===== src/rtl/execute_if.sv =====
// Handshake bundle for the execute stage: operation input, memory request/response port,
// registered result output and per-type operation counters.
interface execute_if #(
   parameter int XLEN  = 32,
   parameter int CNT_W = 16
);
   logic             in_valid;
   logic             in_ready;
   logic [1:0]       in_type;
   logic [2:0]       in_func;
   logic [XLEN-1:0]  in_a;
   logic [XLEN-1:0]  in_b;
   logic [XLEN-1:0]  in_imm;
   logic [XLEN-1:0]  in_pc;
   logic             mem_req_valid;
   logic             mem_req_ready;
   logic [XLEN-1:0]  mem_req_addr;
   logic             mem_req_we;
   logic [XLEN-1:0]  mem_req_wdata;
   logic             mem_rsp_valid;
   logic [XLEN-1:0]  mem_rsp_rdata;
   logic             out_valid;
   logic             out_ready;
   logic [XLEN-1:0]  out_result;
   logic             out_taken;
   logic [XLEN-1:0]  out_target;
   logic             out_illegal;
   logic [CNT_W-1:0] cnt_alu;
   logic [CNT_W-1:0] cnt_mem;
   logic [CNT_W-1:0] cnt_branch;
   logic [CNT_W-1:0] cnt_illegal;

   modport master (
      output in_valid, in_type, in_func, in_a, in_b, in_imm, in_pc,
      output mem_req_ready, mem_rsp_valid, mem_rsp_rdata, out_ready,
      input  in_ready, mem_req_valid, mem_req_addr, mem_req_we, mem_req_wdata,
      input  out_valid, out_result, out_taken, out_target, out_illegal,
      input  cnt_alu, cnt_mem, cnt_branch, cnt_illegal
   );

   modport slave (
      input  in_valid, in_type, in_func, in_a, in_b, in_imm, in_pc,
      input  mem_req_ready, mem_rsp_valid, mem_rsp_rdata, out_ready,
      output in_ready, mem_req_valid, mem_req_addr, mem_req_we, mem_req_wdata,
      output out_valid, out_result, out_taken, out_target, out_illegal,
      output cnt_alu, cnt_mem, cnt_branch, cnt_illegal
   );
endinterface


===== src/rtl/execute_unit.sv =====
// Execute stage: ALU/branch/illegal complete in 1 cycle, store in >=2, load in >=3 via the memory port.
// Result register holds until out_ready; no accept while a result is stuck or a memory op is in flight.
module execute_unit #(
   parameter int XLEN  = 32,
   parameter int CNT_W = 16
) (
   input logic      clk,
   input logic      rst_n,
   execute_if.slave bus
);
   localparam int SH_W = $clog2(XLEN);

   typedef enum logic [1:0] {IDLE = 2'd0, MEM_REQ = 2'd1, MEM_WAIT = 2'd2} state_t;

   state_t           state_q, state_d;
   logic             out_valid_q, out_valid_d;
   logic             out_taken_q, out_taken_d;
   logic             out_illegal_q, out_illegal_d;
   logic [XLEN-1:0]  out_result_q, out_result_d;
   logic [XLEN-1:0]  out_target_q, out_target_d;
   logic [XLEN-1:0]  req_addr_q, req_addr_d;
   logic [XLEN-1:0]  req_wdata_q, req_wdata_d;
   logic             req_we_q, req_we_d;
   logic [CNT_W-1:0] cnt_alu_q, cnt_mem_q, cnt_branch_q, cnt_illegal_q;
   logic             accept;
   logic             op_illegal;
   logic             br_taken;
   logic [XLEN-1:0]  alu_res;

   assign bus.in_ready      = (state_q == IDLE) && (!out_valid_q || bus.out_ready);
   assign accept            = bus.in_valid && bus.in_ready;
   // Branch encodings 110/111 are reserved and fold into the illegal class.
   assign op_illegal        = (bus.in_type == 2'b11) ||
                              ((bus.in_type == 2'b10) && (bus.in_func[2:1] == 2'b11));

   assign bus.mem_req_valid = (state_q == MEM_REQ);
   assign bus.mem_req_addr  = req_addr_q;
   assign bus.mem_req_we    = req_we_q;
   assign bus.mem_req_wdata = req_wdata_q;
   assign bus.out_valid     = out_valid_q;
   assign bus.out_result    = out_result_q;
   assign bus.out_taken     = out_taken_q;
   assign bus.out_target    = out_target_q;
   assign bus.out_illegal   = out_illegal_q;
   assign bus.cnt_alu       = cnt_alu_q;
   assign bus.cnt_mem       = cnt_mem_q;
   assign bus.cnt_branch    = cnt_branch_q;
   assign bus.cnt_illegal   = cnt_illegal_q;

   always_comb begin
      alu_res = '0;
      case (bus.in_func)
         3'b000:  alu_res = bus.in_a + bus.in_b;
         3'b001:  alu_res = bus.in_a - bus.in_b;
         3'b010:  alu_res = bus.in_a & bus.in_b;
         3'b011:  alu_res = bus.in_a | bus.in_b;
         3'b100:  alu_res = bus.in_a ^ bus.in_b;
         3'b101:  alu_res = bus.in_a << bus.in_b[SH_W-1:0];
         3'b110:  alu_res = bus.in_a >> bus.in_b[SH_W-1:0];
         default: alu_res = {{(XLEN-1){1'b0}}, ($signed(bus.in_a) < $signed(bus.in_b))};
      endcase
   end

   always_comb begin
      br_taken = 1'b0;
      case (bus.in_func)
         3'b000:  br_taken = (bus.in_a == bus.in_b);
         3'b001:  br_taken = (bus.in_a != bus.in_b);
         3'b010:  br_taken = ($signed(bus.in_a) <  $signed(bus.in_b));
         3'b011:  br_taken = ($signed(bus.in_a) >= $signed(bus.in_b));
         3'b100:  br_taken = (bus.in_a <  bus.in_b);
         3'b101:  br_taken = (bus.in_a >= bus.in_b);
         default: br_taken = 1'b0;
      endcase
   end

   always_comb begin
      state_d       = state_q;
      out_valid_d   = out_valid_q && !bus.out_ready;
      out_result_d  = out_result_q;
      out_taken_d   = out_taken_q;
      out_target_d  = out_target_q;
      out_illegal_d = out_illegal_q;
      req_addr_d    = req_addr_q;
      req_we_d      = req_we_q;
      req_wdata_d   = req_wdata_q;
      case (state_q)
         IDLE: begin
            if (accept) begin
               if (bus.in_type == 2'b01) begin
                  req_addr_d  = bus.in_a + bus.in_imm;
                  req_we_d    = bus.in_func[0];
                  req_wdata_d = bus.in_b;
                  state_d     = MEM_REQ;
               end else begin
                  out_valid_d   = 1'b1;
                  out_result_d  = '0;
                  out_taken_d   = 1'b0;
                  out_target_d  = '0;
                  out_illegal_d = 1'b0;
                  if (op_illegal) begin
                     out_illegal_d = 1'b1;
                  end else if (bus.in_type == 2'b00) begin
                     out_result_d = alu_res;
                  end else begin
                     out_result_d = bus.in_pc + XLEN'(4);
                     out_target_d = bus.in_pc + bus.in_imm;
                     out_taken_d  = br_taken;
                  end
               end
            end
         end
         MEM_REQ: begin
            if (bus.mem_req_ready) begin
               if (req_we_q) begin
                  out_valid_d   = 1'b1;
                  out_result_d  = '0;
                  out_taken_d   = 1'b0;
                  out_target_d  = '0;
                  out_illegal_d = 1'b0;
                  state_d       = IDLE;
               end else begin
                  state_d = MEM_WAIT;
               end
            end
         end
         MEM_WAIT: begin
            if (bus.mem_rsp_valid) begin
               out_valid_d   = 1'b1;
               out_result_d  = bus.mem_rsp_rdata;
               out_taken_d   = 1'b0;
               out_target_d  = '0;
               out_illegal_d = 1'b0;
               state_d       = IDLE;
            end
         end
         default: state_d = IDLE;
      endcase
   end

   always_ff @(posedge clk or negedge rst_n) begin
      if (!rst_n) begin
         state_q       <= IDLE;
         out_valid_q   <= 1'b0;
         out_result_q  <= '0;
         out_taken_q   <= 1'b0;
         out_target_q  <= '0;
         out_illegal_q <= 1'b0;
         req_addr_q    <= '0;
         req_we_q      <= 1'b0;
         req_wdata_q   <= '0;
      end else begin
         state_q       <= state_d;
         out_valid_q   <= out_valid_d;
         out_result_q  <= out_result_d;
         out_taken_q   <= out_taken_d;
         out_target_q  <= out_target_d;
         out_illegal_q <= out_illegal_d;
         req_addr_q    <= req_addr_d;
         req_we_q      <= req_we_d;
         req_wdata_q   <= req_wdata_d;
      end
   end

   function automatic logic [CNT_W-1:0] sat_inc(input logic [CNT_W-1:0] c);
      return (&c) ? c : c + 1'b1;
   endfunction

   always_ff @(posedge clk or negedge rst_n) begin
      if (!rst_n) begin
         cnt_alu_q     <= '0;
         cnt_mem_q     <= '0;
         cnt_branch_q  <= '0;
         cnt_illegal_q <= '0;
      end else if (accept) begin
         if (op_illegal) begin
            cnt_illegal_q <= sat_inc(cnt_illegal_q);
         end else begin
            case (bus.in_type)
               2'b00:   cnt_alu_q    <= sat_inc(cnt_alu_q);
               2'b01:   cnt_mem_q    <= sat_inc(cnt_mem_q);
               default: cnt_branch_q <= sat_inc(cnt_branch_q);
            endcase
         end
      end
   end
endmodule


===== src/flat_wrapper.sv =====
// flat-port wrapper written by rule: the top's interface ports become plain ports
module execute_unit_flat 
#(
   parameter int XLEN  = 32,
   parameter int CNT_W = 16
)
  (clk, rst_n, bus_in_valid, bus_in_type, bus_in_func, bus_in_a, bus_in_b, bus_in_imm, bus_in_pc, bus_mem_req_ready, bus_mem_rsp_valid, bus_mem_rsp_rdata, bus_out_ready, bus_in_ready, bus_mem_req_valid, bus_mem_req_addr, bus_mem_req_we, bus_mem_req_wdata, bus_out_valid, bus_out_result, bus_out_taken, bus_out_target, bus_out_illegal, bus_cnt_alu, bus_cnt_mem, bus_cnt_branch, bus_cnt_illegal);
  execute_if #(.XLEN(XLEN), .CNT_W(CNT_W)) bus_i ();
  input logic clk;
  input logic rst_n;
  input wire logic [$bits(bus_i.in_valid)-1:0] bus_in_valid;
  input wire logic [$bits(bus_i.in_type)-1:0] bus_in_type;
  input wire logic [$bits(bus_i.in_func)-1:0] bus_in_func;
  input wire logic [$bits(bus_i.in_a)-1:0] bus_in_a;
  input wire logic [$bits(bus_i.in_b)-1:0] bus_in_b;
  input wire logic [$bits(bus_i.in_imm)-1:0] bus_in_imm;
  input wire logic [$bits(bus_i.in_pc)-1:0] bus_in_pc;
  input wire logic [$bits(bus_i.mem_req_ready)-1:0] bus_mem_req_ready;
  input wire logic [$bits(bus_i.mem_rsp_valid)-1:0] bus_mem_rsp_valid;
  input wire logic [$bits(bus_i.mem_rsp_rdata)-1:0] bus_mem_rsp_rdata;
  input wire logic [$bits(bus_i.out_ready)-1:0] bus_out_ready;
  output wire logic [$bits(bus_i.in_ready)-1:0] bus_in_ready;
  output wire logic [$bits(bus_i.mem_req_valid)-1:0] bus_mem_req_valid;
  output wire logic [$bits(bus_i.mem_req_addr)-1:0] bus_mem_req_addr;
  output wire logic [$bits(bus_i.mem_req_we)-1:0] bus_mem_req_we;
  output wire logic [$bits(bus_i.mem_req_wdata)-1:0] bus_mem_req_wdata;
  output wire logic [$bits(bus_i.out_valid)-1:0] bus_out_valid;
  output wire logic [$bits(bus_i.out_result)-1:0] bus_out_result;
  output wire logic [$bits(bus_i.out_taken)-1:0] bus_out_taken;
  output wire logic [$bits(bus_i.out_target)-1:0] bus_out_target;
  output wire logic [$bits(bus_i.out_illegal)-1:0] bus_out_illegal;
  output wire logic [$bits(bus_i.cnt_alu)-1:0] bus_cnt_alu;
  output wire logic [$bits(bus_i.cnt_mem)-1:0] bus_cnt_mem;
  output wire logic [$bits(bus_i.cnt_branch)-1:0] bus_cnt_branch;
  output wire logic [$bits(bus_i.cnt_illegal)-1:0] bus_cnt_illegal;
  assign bus_i.in_valid = bus_in_valid;
  assign bus_i.in_type = bus_in_type;
  assign bus_i.in_func = bus_in_func;
  assign bus_i.in_a = bus_in_a;
  assign bus_i.in_b = bus_in_b;
  assign bus_i.in_imm = bus_in_imm;
  assign bus_i.in_pc = bus_in_pc;
  assign bus_i.mem_req_ready = bus_mem_req_ready;
  assign bus_i.mem_rsp_valid = bus_mem_rsp_valid;
  assign bus_i.mem_rsp_rdata = bus_mem_rsp_rdata;
  assign bus_i.out_ready = bus_out_ready;
  assign bus_in_ready = bus_i.in_ready;
  assign bus_mem_req_valid = bus_i.mem_req_valid;
  assign bus_mem_req_addr = bus_i.mem_req_addr;
  assign bus_mem_req_we = bus_i.mem_req_we;
  assign bus_mem_req_wdata = bus_i.mem_req_wdata;
  assign bus_out_valid = bus_i.out_valid;
  assign bus_out_result = bus_i.out_result;
  assign bus_out_taken = bus_i.out_taken;
  assign bus_out_target = bus_i.out_target;
  assign bus_out_illegal = bus_i.out_illegal;
  assign bus_cnt_alu = bus_i.cnt_alu;
  assign bus_cnt_mem = bus_i.cnt_mem;
  assign bus_cnt_branch = bus_i.cnt_branch;
  assign bus_cnt_illegal = bus_i.cnt_illegal;
  execute_unit #(.XLEN(XLEN), .CNT_W(CNT_W)) u_core (.clk(clk), .rst_n(rst_n), .bus(bus_i));
endmodule

===== config.mk =====
export PLATFORM = sky130hd
export DESIGN_NAME = execute_unit_flat
export DESIGN_NICKNAME = d
export VERILOG_FILES = /design/src/rtl/execute_if.sv /design/src/rtl/execute_unit.sv /design/src/flat_wrapper.sv
export SDC_FILE = /design/constraint.sdc
export NUM_CORES = 1
export LEC_CHECK = 0
export ABC_CLOCK_PERIOD_IN_PS = 3900
export CORE_ASPECT_RATIO = 1.2
export CORE_MARGIN = 5
export CORE_UTILIZATION = 50
export DETAILED_ROUTE_END_ITERATION = 12
export GPL_TIMING_DRIVEN = 1
export PLACE_DENSITY = 0.83
export SETUP_SLACK_MARGIN = 0.5
export SYNTH_ARGS = -nofsm -noshare
export SYNTH_HDL_FRONTEND = slang
export SYNTH_SLANG_ARGS = --single-unit
export TNS_END_PERCENT = 50

===== constraint.sdc =====
create_clock -name clk -period 3.9 [get_ports clk]
set_clock_uncertainty 0.15 [all_clocks]
set_input_delay 0.585 -clock clk [delete_from_list [all_inputs] [get_ports clk]]
set_output_delay 0.585 -clock clk [all_outputs]
set_load 0.01 [all_outputs]

==> impl_metrics.json, run 1 <==
{
  "place.port_buffers": 368,
  "synth_top_cell_by_area": "dfrtp_1",
  "die_area_um2": 44100,
  "grt_start_max_net_pins": 131,
  "syn_area_um2": 20000,
  "p_leak_nw": 12.7,
  "setup_viol": 0,
  "global_route.usage.total": 0.428,
  "finish.cell_count_without_fillers": 3684,
  "finalCriticalPeriod_ps": 3510,
  "synth.top_cells.by_area": "dfrtp_1, ha_1, xnor2_1, mux4_2, a21oi_1",
  "dp_hpwl_mm": 78.0,
  "slew_headroom": 0.291,
  "std_cell_rows": 80,
  "synth.ff_latch_count": 198,
  "synthesis.instances": 2448,
  "fin_hold_ws_ps": 301,
  "clk_latency_ps": 490,
  "vias": 23900,
  "detail_route.wirelength_mm": 98.3,
  "worst-path-max-fanout": 2,
  "pin_count": 369,
  "initial_utilization": 0.504,
  "drc_errors": 0,
  "cts_made_buffers": 17,
  "clock.fmax_mhz": 285,
  "synth_top_cell_area_share": 0.248,
  "worst_setup_path_end_kind": "register",
  "cp-start-kind": "input pin",
  "setup_ws_ps": 391,
  "finalCritPeriodShare": 0.900,
  "clk_pin_slew_ps": 80,
  "clock_tree_from_tritoncts": "yes",
  "final-max-slew-violation-count": 0,
  "critPathKind": "input pin to register",
  "cts_num_sinks": 198,
  "critical_path_data_required_time_ps": 4160,
  "die_h_um": 229,
  "power.ir.vdd_worst_v": 0.000387,
  "fin_tns_setup_ps": 0,
  "final_common_cell": "buf_4",
  "dominantRegCellSynth": "dfrtp_1",
  "grt_antenna_before_repair": 13,
  "ant_nets": 0,
  "drv_cap": 0,
  "area_growth_syn_to_layout_pct": 42.4,
  "synth_enable_flop_cells": 0,
  "fin_nets": 3476,
  "powerDensity_nw_per_um2": 434,
  "fillerInstances": 3082,
  "place_worst_setup_slack_ps": -605,
  "core_box_area_um2": 39600,
  "dpl-instance-area_um2": 27000,
  "detailedRoute.firstPassIterationCount": 7,
  "status": "complete, no violations",
  "wire_length_of_the_first_global_routing_pass_mm": 143,
  "post_synth_num_cell_types": 90,
  "initialDrtViolationCount": 2913,
  "avgSynthCellArea_um2": 8.16,
  "hold_viol": 0,
  "mostFrequentLayoutCells": "buf_4, clkdlybuf4s50_1, nand2_1",
  "synth_async_sr_flop_share": 1.00,
  "rsz0062_at_grt": "yes",
  "ys_seq_area_frac": 0.248,
  "htree_levels": 4,
  "chipWidth_um": 192,
  "globalplace.congestion": 1.10,
  "first_global_vias": 23200,
  "cts_max_path_buffers": 2,
  "fraction_of_layout_cells_with_a_size_suffix_above_1": 0.211,
  "worst_hold_path_type": "input pin to register",
  "layout.cell_area.non_filler_um2": 28400,
  "synth-warning-count": 0,
  "transition_time_at_the_pin_with_the_least_slew_margin_ps": 1060,
  "routed_wire_length_per_instance_um": 26.7,
  "cp_data_arrival_time_ps": 3770,
  "vias_per_cell": 6.49,
  "global_route.overflow_total": 0,
  "post-place-cells": 3615,
  "synth_fp_nets": 2796,
  "ctsRootBufferMaster": "clkbuf_16"
}
-- Yosys cell counts, types with 37 or more instances --
library cell / count
nand2_1: 248
mux4_2: 43
dfrtp_1: 198
xnor2_1: 111
clkbuf_1: 99
nor2_1: 214
nand3_1: 63
xor2_1: 56
a21oi_1: 190
o22ai_1: 44
inv_1: 121
o21ai_0: 182
a21o_1: 40
ha_1: 173
a22oi_1: 37
-- worst max-delay path, cell delays in order --
cell       delay (ps)
buf_8             100
ha_4              170
fa_2              400
a211oi_2          210
o21bai_1          130
o41a_1            420
a221o_2           440
a2111oi_4         390
nor2_2            100
buf_4             150
a311oi_2          240
o21a_1            170
o21ai_1            80
a31oi_1           190
-- sequential cells by signal (all words and copies together) (netlist names) --
register,count
u_core.bus.out_taken,1
u_core.bus.out_valid,1
u_core.bus.out_result,32
u_core.bus.cnt_branch,16
u_core.bus.cnt_alu,16
u_core.bus.cnt_mem,16
u_core.bus.mem_req_we,1
u_core.bus.out_target,32
u_core.bus.out_illegal,1
u_core.bus.cnt_illegal,16
u_core.bus.mem_req_wdata,32
u_core.bus.mem_req_addr,32
u_core.state_q,2
-- cell families (layout without fill, tap and decap cells) --
group | after synthesis | after routing | synth area share
compound gates | 816 | 816 | 0.271
xor+xnor | 167 | 167 | 0.0732
fa+ha+maj | 177 | 177 | 0.112
buf+inv | 263 | 955 | 0.0521
flops | 198 | 198 | 0.248
mux | 93 | 93 | 0.0744
other cells | 0 | 11 | 0
simple gates | 734 | 734 | 0.169
-- layout make-up --
class,count,area (um^2),area share
diodes,11,27.5,0.000968
clock buffers,18,429,0.0151
clock inverters,13,133,0.00466
inverters,124,478,0.0168
multi-input cells,1987,14600,0.515
flip-flops and latches,198,4950,0.174
well taps,533,667,0.0234
repair buffers,800,7120,0.250
-- layer usage --
metal,up-vias,GRT usage,part of all wire
li1,10400,-,-
met1,11500,0.548,0.37
met2,1589,0.657,0.44
met3,384,0.0786,0.096
met4,4,0.282,0.084
met5,-,0,0.00026
-- path summary, 6_finish.rpt --
kind                                              start                            to  slack, ps  cells past startpoint
max in group asynchronous                         rst_n   u_core.bus.mem_req_addr[19]       2230                      3
hold / removal                             bus_in_b[13]  u_core.bus.mem_req_wdata[13]        300                      3
hold reg to reg            u_core.bus.mem_req_wdata[25]  u_core.bus.mem_req_wdata[25]        330                      2
setup reg to reg                      u_core.state_q[0]     u_core.bus.out_result[23]        680                     11
setup / recovery                            bus_in_a[0]     u_core.bus.out_result[24]        390                     14
min in group asynchronous                         rst_n        u_core.bus.cnt_alu[10]        530                      2
-- timing repair --
item	in CTS	in global routing
hold endpoints to repair	61	0
setup buffers	3	23
pin swaps	27	60
setup endpoints to repair	32	45
hold buffers	1	0
resized for setup	57	124
-- metrics by stage --
| step | util | power [mW] |
|---|---|---|
| finish | 0.718 | 12.4 |
| floorplan | - | 6.44 |
| global route | 0.718 | 12.9 |
| detailed placement | 0.681 | 10.2 |
| CTS | 0.701 | 12.1 |
| global placement | 0.681 | 10.0 |
-- report_power, final --
part	total (mW)	switching, mW	internal [mW]
registers	3.36	0.558	2.80
logic	7.15	3.83	3.32
clock network	1.85	0.997	0.851
total	12.4	5.38	6.98
Power figures use the tool's default switching activity.
==> run 2: changes to the inputs <==
- CORE_MARGIN: 5 -> not set
- GPL_TIMING_DRIVEN: 1 -> 0
- SKIP_LAST_GASP: not set -> 1
==> run 2 against run 1 <==
Effect of this change: the run now ends with negative hold slack left; maximum frequency down 7.0%; sequential cell count stayed put; setup slack worse by 270 ps; clock power grew 10%; die area fell by 7.5%; hold slack worse by 340 ps; register-to-register slack worse by 310 ps; global-route usage grew 7.0 points; clock-buffer cell count unchanged; core utilization decreased by 2.9 points; largest power group unchanged.
==> impl_metrics.json, run 2 (synthesized netlist as in run 1, its figures left out) <==
{
  "first_global_vias": 23000,
  "global_route.overflow_total": 0,
  "dpl-instance-area_um2": 24500,
  "fin_hold_ws_ps": -35.2,
  "grt_start_max_net_pins": 102,
  "finalCriticalPeriod_ps": 3770,
  "vias_per_cell": 7.02,
  "violations_in_the_final_reports": "negative hold slack",
  "worst_setup_path_end_kind": "register",
  "power_mw": 12.4,
  "power_frac_comb": 0.566,
  "globalplace.congestion": 1.09,
  "vias": 24100,
  "multi_input_area_um2": 15100,
  "transition_time_at_the_pin_with_the_least_slew_margin_ps": 1430,
  "rsz0062_at_grt": "yes",
  "drv_cap": 0,
  "std_cell_rows": 79,
  "powerDensity_nw_per_um2": 462,
  "cts_max_path_buffers": 2,
  "critPathKind": "input pin to register",
  "drc_errors": 0,
  "setup_viol": 0,
  "power.internal_mw": 6.88,
  "area_growth_syn_to_layout_pct": 34.6,
  "ctsRootBufferMaster": "clkbuf_16",
  "power.switching_fraction": 0.447,
  "chipWidth_um": 184,
  "net-switching-power_mw": 5.56,
  "mostFrequentLayoutCells": "clkdlybuf4s50_1, nand2_1, nor2_1",
  "cp_slowest_cell": "clkdlybuf4s50_1",
  "layout.cell_area.non_filler_um2": 26900,
  "fillerInstances": 2987,
  "core_box_area_um2": 39000,
  "initial_utilization": 0.512,
  "initialDrtViolationCount": 3307,
  "die_area_um2": 40800,
  "final-seq-area_um2": 4950,
  "ant_nets": 0,
  "finalCritPeriodShare": 0.968,
  "routed_wire_length_per_instance_um": 30.3,
  "cts_num_sinks": 198,
  "critical-path-max-stage-delay_ps": 820,
  "wire_length_of_the_first_global_routing_pass_mm": 149,
  "cp_data_arrival_time_ps": 4060,
  "clk_latency_ps": 500,
  "worst_hold_path_type": "input pin to async pin",
  "clock_tree_from_tritoncts": "yes",
  "cp-start-kind": "input pin",
  "place.port_buffers": 368,
  "critical_path_data_required_time_ps": 4180,
  "detailedRoute.firstPassIterationCount": 8,
  "fin_nets": 3239,
  "worst-path-max-fanout": 10,
  "slew_headroom": 0.0420,
  "power.ir.vdd_worst_v": 0.000406,
  "status": "finished with violations",
  "dp_hpwl_mm": 80.2,
  "hold_viol": 8,
  "final_core_util": 0.689,
  "power_frac_clock": 0.164,
  "cts_made_buffers": 17,
  "detail_route.wirelength_mm": 104,
  "grt_antenna_before_repair": 2,
  "pin_count": 369,
  "final-max-slew-violation-count": 0,
  "clock.fmax_mhz": 265,
  "share_seq_of_total_power": 0.270,
  "fraction_of_layout_cells_with_a_size_suffix_above_1": 0.151,
  "p_leak_nw": 11.4,
  "final_common_cell": "clkdlybuf4s50_1",
  "cts_hold_buf": 0,
  "clk_pin_slew_ps": 80,
  "die_h_um": 221,
  "global_route.usage.total": 0.498,
  "htree_levels": 4,
  "cp_cell_sequence": "clkdlybuf4s50_1 > inv_1 > ha_1 > clkbuf_1 > nor4_1 > nand4_1 > nor2_1 > nor3_1 > o2bb2ai_1 > a311oi_1 > a22o_1"
}
run 2: power by group through the flow:
stage | logic, mW | clock network, mW | registers (mW)
2_1_floorplan | 2.84 | 0 | 3.60
3_3_place_gp | 6.23 | 0 | 3.32
3_5_place_dp | 6.37 | 0 | 3.35
4_1_cts | 6.65 | 2.02 | 3.33
5_1_grt | 7.32 | 2.10 | 3.42
6_report | 7.03 | 2.04 | 3.36
run 2: final timing paths:
check / startpoint / endpoint / slack (ps) / cells past startpoint
max: bus_in_a[30] / u_core.bus.out_taken / 130 / 11
min: rst_n / u_core.bus.cnt_alu[6] / -40 / 1
max reg2reg: u_core.state_q[0] / u_core.bus.mem_req_addr[3] / 370 / 8
min reg2reg: u_core.bus.out_target[0] / u_core.bus.out_target[0] / 330 / 2
max in group asynchronous: rst_n / u_core.bus.mem_req_addr[20] / 2630 / 2
min in group clk: bus_in_b[14] / u_core.bus.mem_req_wdata[14] / 290 / 3
run 2: layer usage:
metal  up-vias  wire length [um]  track usage
met5         -                 0            0
met1     11500             36500        0.600
met2      2044             44700        0.743
met3       633             11400        0.117
li1       9914                 -            -
met4         0             11300        0.424
run 2: stage by stage:
| stage | instances | TNS (ps) | hold WS, ps | setup slack, ps |
|---|---|---|---|---|
| 2_1_floorplan | 2448 | 0 | 139 | 28.5 |
| 3_3_place_gp | 3342 | -1249760 | 307 | -6070 |
| 3_5_place_dp | 3343 | -56540 | 310 | -1970 |
| 4_1_cts | 3413 | 0 | 21.5 | 180 |
| 5_1_grt | 3433 | -13.1 | 37.7 | -7.93 |
| 6_report | 3434 | 0 | -35.2 | 126 |
run 2: worst max-delay path, delay by kind of cell:
| family | cells | cell delay (ps) |
|---|---|---|
| buffers and inverters | 3 | 1260 |
| AND/OR/NAND/NOR | 4 | 1280 |
| adder cells (fa/ha/maj) | 1 | 310 |
| AO/OA/AOI/OAI | 3 | 600 |
run 2: repair_timing:
action                                  in CTS  in global routing
endpoints found under the setup margin      73                 94
buffers inserted                            38                 17
cloned                                       0                  0
pin swaps                                   65                 61
gates resized for setup                    291                184
run 2: layout make-up:
cell class | count | share of cell area
clock inverters | 14 | 0.00754
flip-flops and latches | 198 | 0.184
well taps | 526 | 0.0245
plain buffers | 139 | 0.0320
repair buffers | 424 | 0.154
inverters | 124 | 0.0187
clock buffers | 18 | 0.0163
diodes | 4 | 0.000372
multi-input cells | 1987 | 0.562
==> variant, RTL diff (config.mk and constraints of run 2) <==
Remove the case item `3'b000` of the case on `bus.in_func`.
--- a/src/rtl/execute_unit.sv
+++ b/src/rtl/execute_unit.sv
@@ -50,7 +50,6 @@
    always_comb begin
       alu_res = '0;
       case (bus.in_func)
-         3'b000:  alu_res = bus.in_a + bus.in_b;
          3'b001:  alu_res = bus.in_a - bus.in_b;
          3'b010:  alu_res = bus.in_a & bus.in_b;
          3'b011:  alu_res = bus.in_a | bus.in_b;
Function: changed (Yosys sat finds a counterexample within 4 cycles, from zero or initial values and one cycle with rst_n low).
==> variant against run 2 <==
- wire length is 6.1% lower
- total power is 6.4% lower
- final cell count is 8.5% lower
- non-clock buffer count is 18 lower
- largest cell class unchanged
- setup slack better by 22 ps
- cell area is 6.4% lower
- critical endpoint is now u_core.bus.out_result[12]
- sequential cell count stayed put
- die area is 7.4% lower
- worst hold slack better by 360 ps
- area after synthesis is 7.5% lower
- combinational power is 9.8% lower
==> variant: results (changes against run 2) <==
stage	metric	value	unit	change
hold_path	hold_class	input pin to flop		
logic_synthesis	muxShareOfSynthArea	0.0840		+0.00964
setup_path	crit_path_max_incr_delay	680	ps	-140 ps
cts	cts.htree.levels	4		unchanged
placement	place_worst_setup_slack	-1330	ps	+634 ps
cts	clock_path_buffers	2		unchanged
placement	dp_hpwl	73.1	mm	-8.8%
cells_and_area	drive_above_1_share	0.156		+0.00532
timing	fin_crit	3750	ps	-21.7 ps
placement	place_area	22800	um2	-6.9%
outcome	status	complete, no violations		
setup_path	worst_ep_arrival_time	4010	ps	-50 ps
placement	gp_congestion	1.13		+3.4%
setup_path	reg2reg_to	u_core.bus.mem_req_wdata[29]		
setup_path	cp_max_fo	9		-1
logic_synthesis	yosys.area_share.adder	0.118		+0.00521
logic_synthesis	synth_common_cells	nand2_1, nor2_1, dfrtp_1, ha_1, o21ai_0		
logic_synthesis	synth_area_leaders	dfrtp_1, ha_1, xnor2_1		
logic_synthesis	ys.flop_type	dfrtp_1		
grt	track_usage	0.492		-0.00570
logic_synthesis	yosys.cell_types.count	87		-3.3%
placement	io_buffers	367		-0.27%
timing	whs	323	ps	+358 ps
detailed_routing	drtIter0Drc	2873		-13%
timing	slew_headroom	0.244		+0.202
grt	antenna_found_initial	5		+3
power	pg_comb	6340	uW	-9.8%
logic_synthesis	syn-num-nets	2552		-8.7%
power	power.leakage	0.0108	uW	-5.0%
hold_path	whs_path_depth	3		
logic_synthesis	synth_compound_area_frac	0.234		-0.0377
detailed_routing	vias	22000		-8.9%
logic_synthesis	synthArstFlopShare	1.00		unchanged
setup_path	crit_end	u_core.bus.out_result[12]		
grt	grt_pass1_vias	20800		-9.5%
detailed_routing	avgRoutedWirePerCell	31.1	um	+2.6%
logic_synthesis	synth_xor_area_frac	0.0758		+0.00263
power	vdd_ir_drop_max	0.369	mV	-9.0%
setup_path	r2r_slack	360	ps	
detailed_routing	firstDrtPassIters	8		unchanged
power	power.internal	6420	uW	-6.6%
setup_path	critPathSlowestCell	xnor2_1		
grt	grt_pass1_wl	134	mm	-10%
cells_and_area	fin_nets	3000		-7.4%
grt	grt_start_max_net_pins	126		+24%
logic_synthesis	seq_area_frac_synth	0.268		+0.0202
setup_path	r2r_start	u_core.state_q[1]		
power	comb_power_share	0.545		-0.021
setup_path	critical_path.top_delay_family	compound AO/OA/AOI/OAI gates		
setup_path	timing.critical_path.from	bus_in_a[2]		
-- variant: cell types whose count changed after synthesis, moves of 18 or more --
cell      delta
a21oi_1     -39
clkbuf_1    -28
o21ai_0     -24
o21ai_1     +21
a22o_1      -19
mux2i_1     +19
nand4_1     -18
-- variant: layer usage --
| layer | part of all wire | GRT usage |
|---|---|---|
| met5 | 0.00012 | 0 |
| met4 | 0.10 | 0.406 |
| met3 | 0.11 | 0.117 |
| met2 | 0.44 | 0.771 |
| met1 | 0.34 | 0.569 |
-- variant: cell families (layout without fill, tap and decap cells) --
family	after synthesis	in the layout
simple gates	679	679
flops	198	198
compound gates	660	660
other cells	0	3
buf+inv	237	698
fa+ha+maj	172	172
xor+xnor	160	160
mux	104	104
-- variant: what timing repair did --
| action | 4_1_cts | 5_1_grt |
|---|---|---|
| gates resized for setup | 278 | 158 |
| pin swaps | 45 | 53 |
| cloned | 0 | 0 |
| hold buffers | 1 | 0 |
| setup buffers | 33 | 27 |
| hold endpoints to repair | 73 | 0 |
| setup endpoints to repair | 77 | 70 |
-- variant: area by class of cell --
| cell class | count | area [um2] |
|---|---|---|
| Timing Repair Buffer | 429 | 4150 |
| Inverter | 121 | 465 |
| Sequential cell | 198 | 4950 |
| Antenna cell | 3 | 7.51 |
| Fill cell | 2612 | 11000 |
| Clock inverter | 15 | 221 |
| Clock buffer | 17 | 425 |
| Buffer | 116 | 733 |
| Tap cell | 468 | 586 |
| Multi-Input combinational cell | 1775 | 13600 |
-- variant: metrics by stage --
| step | instances | utilization |
|---|---|---|
| 2_1_floorplan | 2210 | - |
| 3_3_place_gp | 3045 | 0.631 |
| 3_5_place_dp | 3046 | 0.632 |
| 4_1_cts | 3112 | 0.676 |
| 5_1_grt | 3142 | 0.697 |
| 6_report | 3142 | 0.697 |
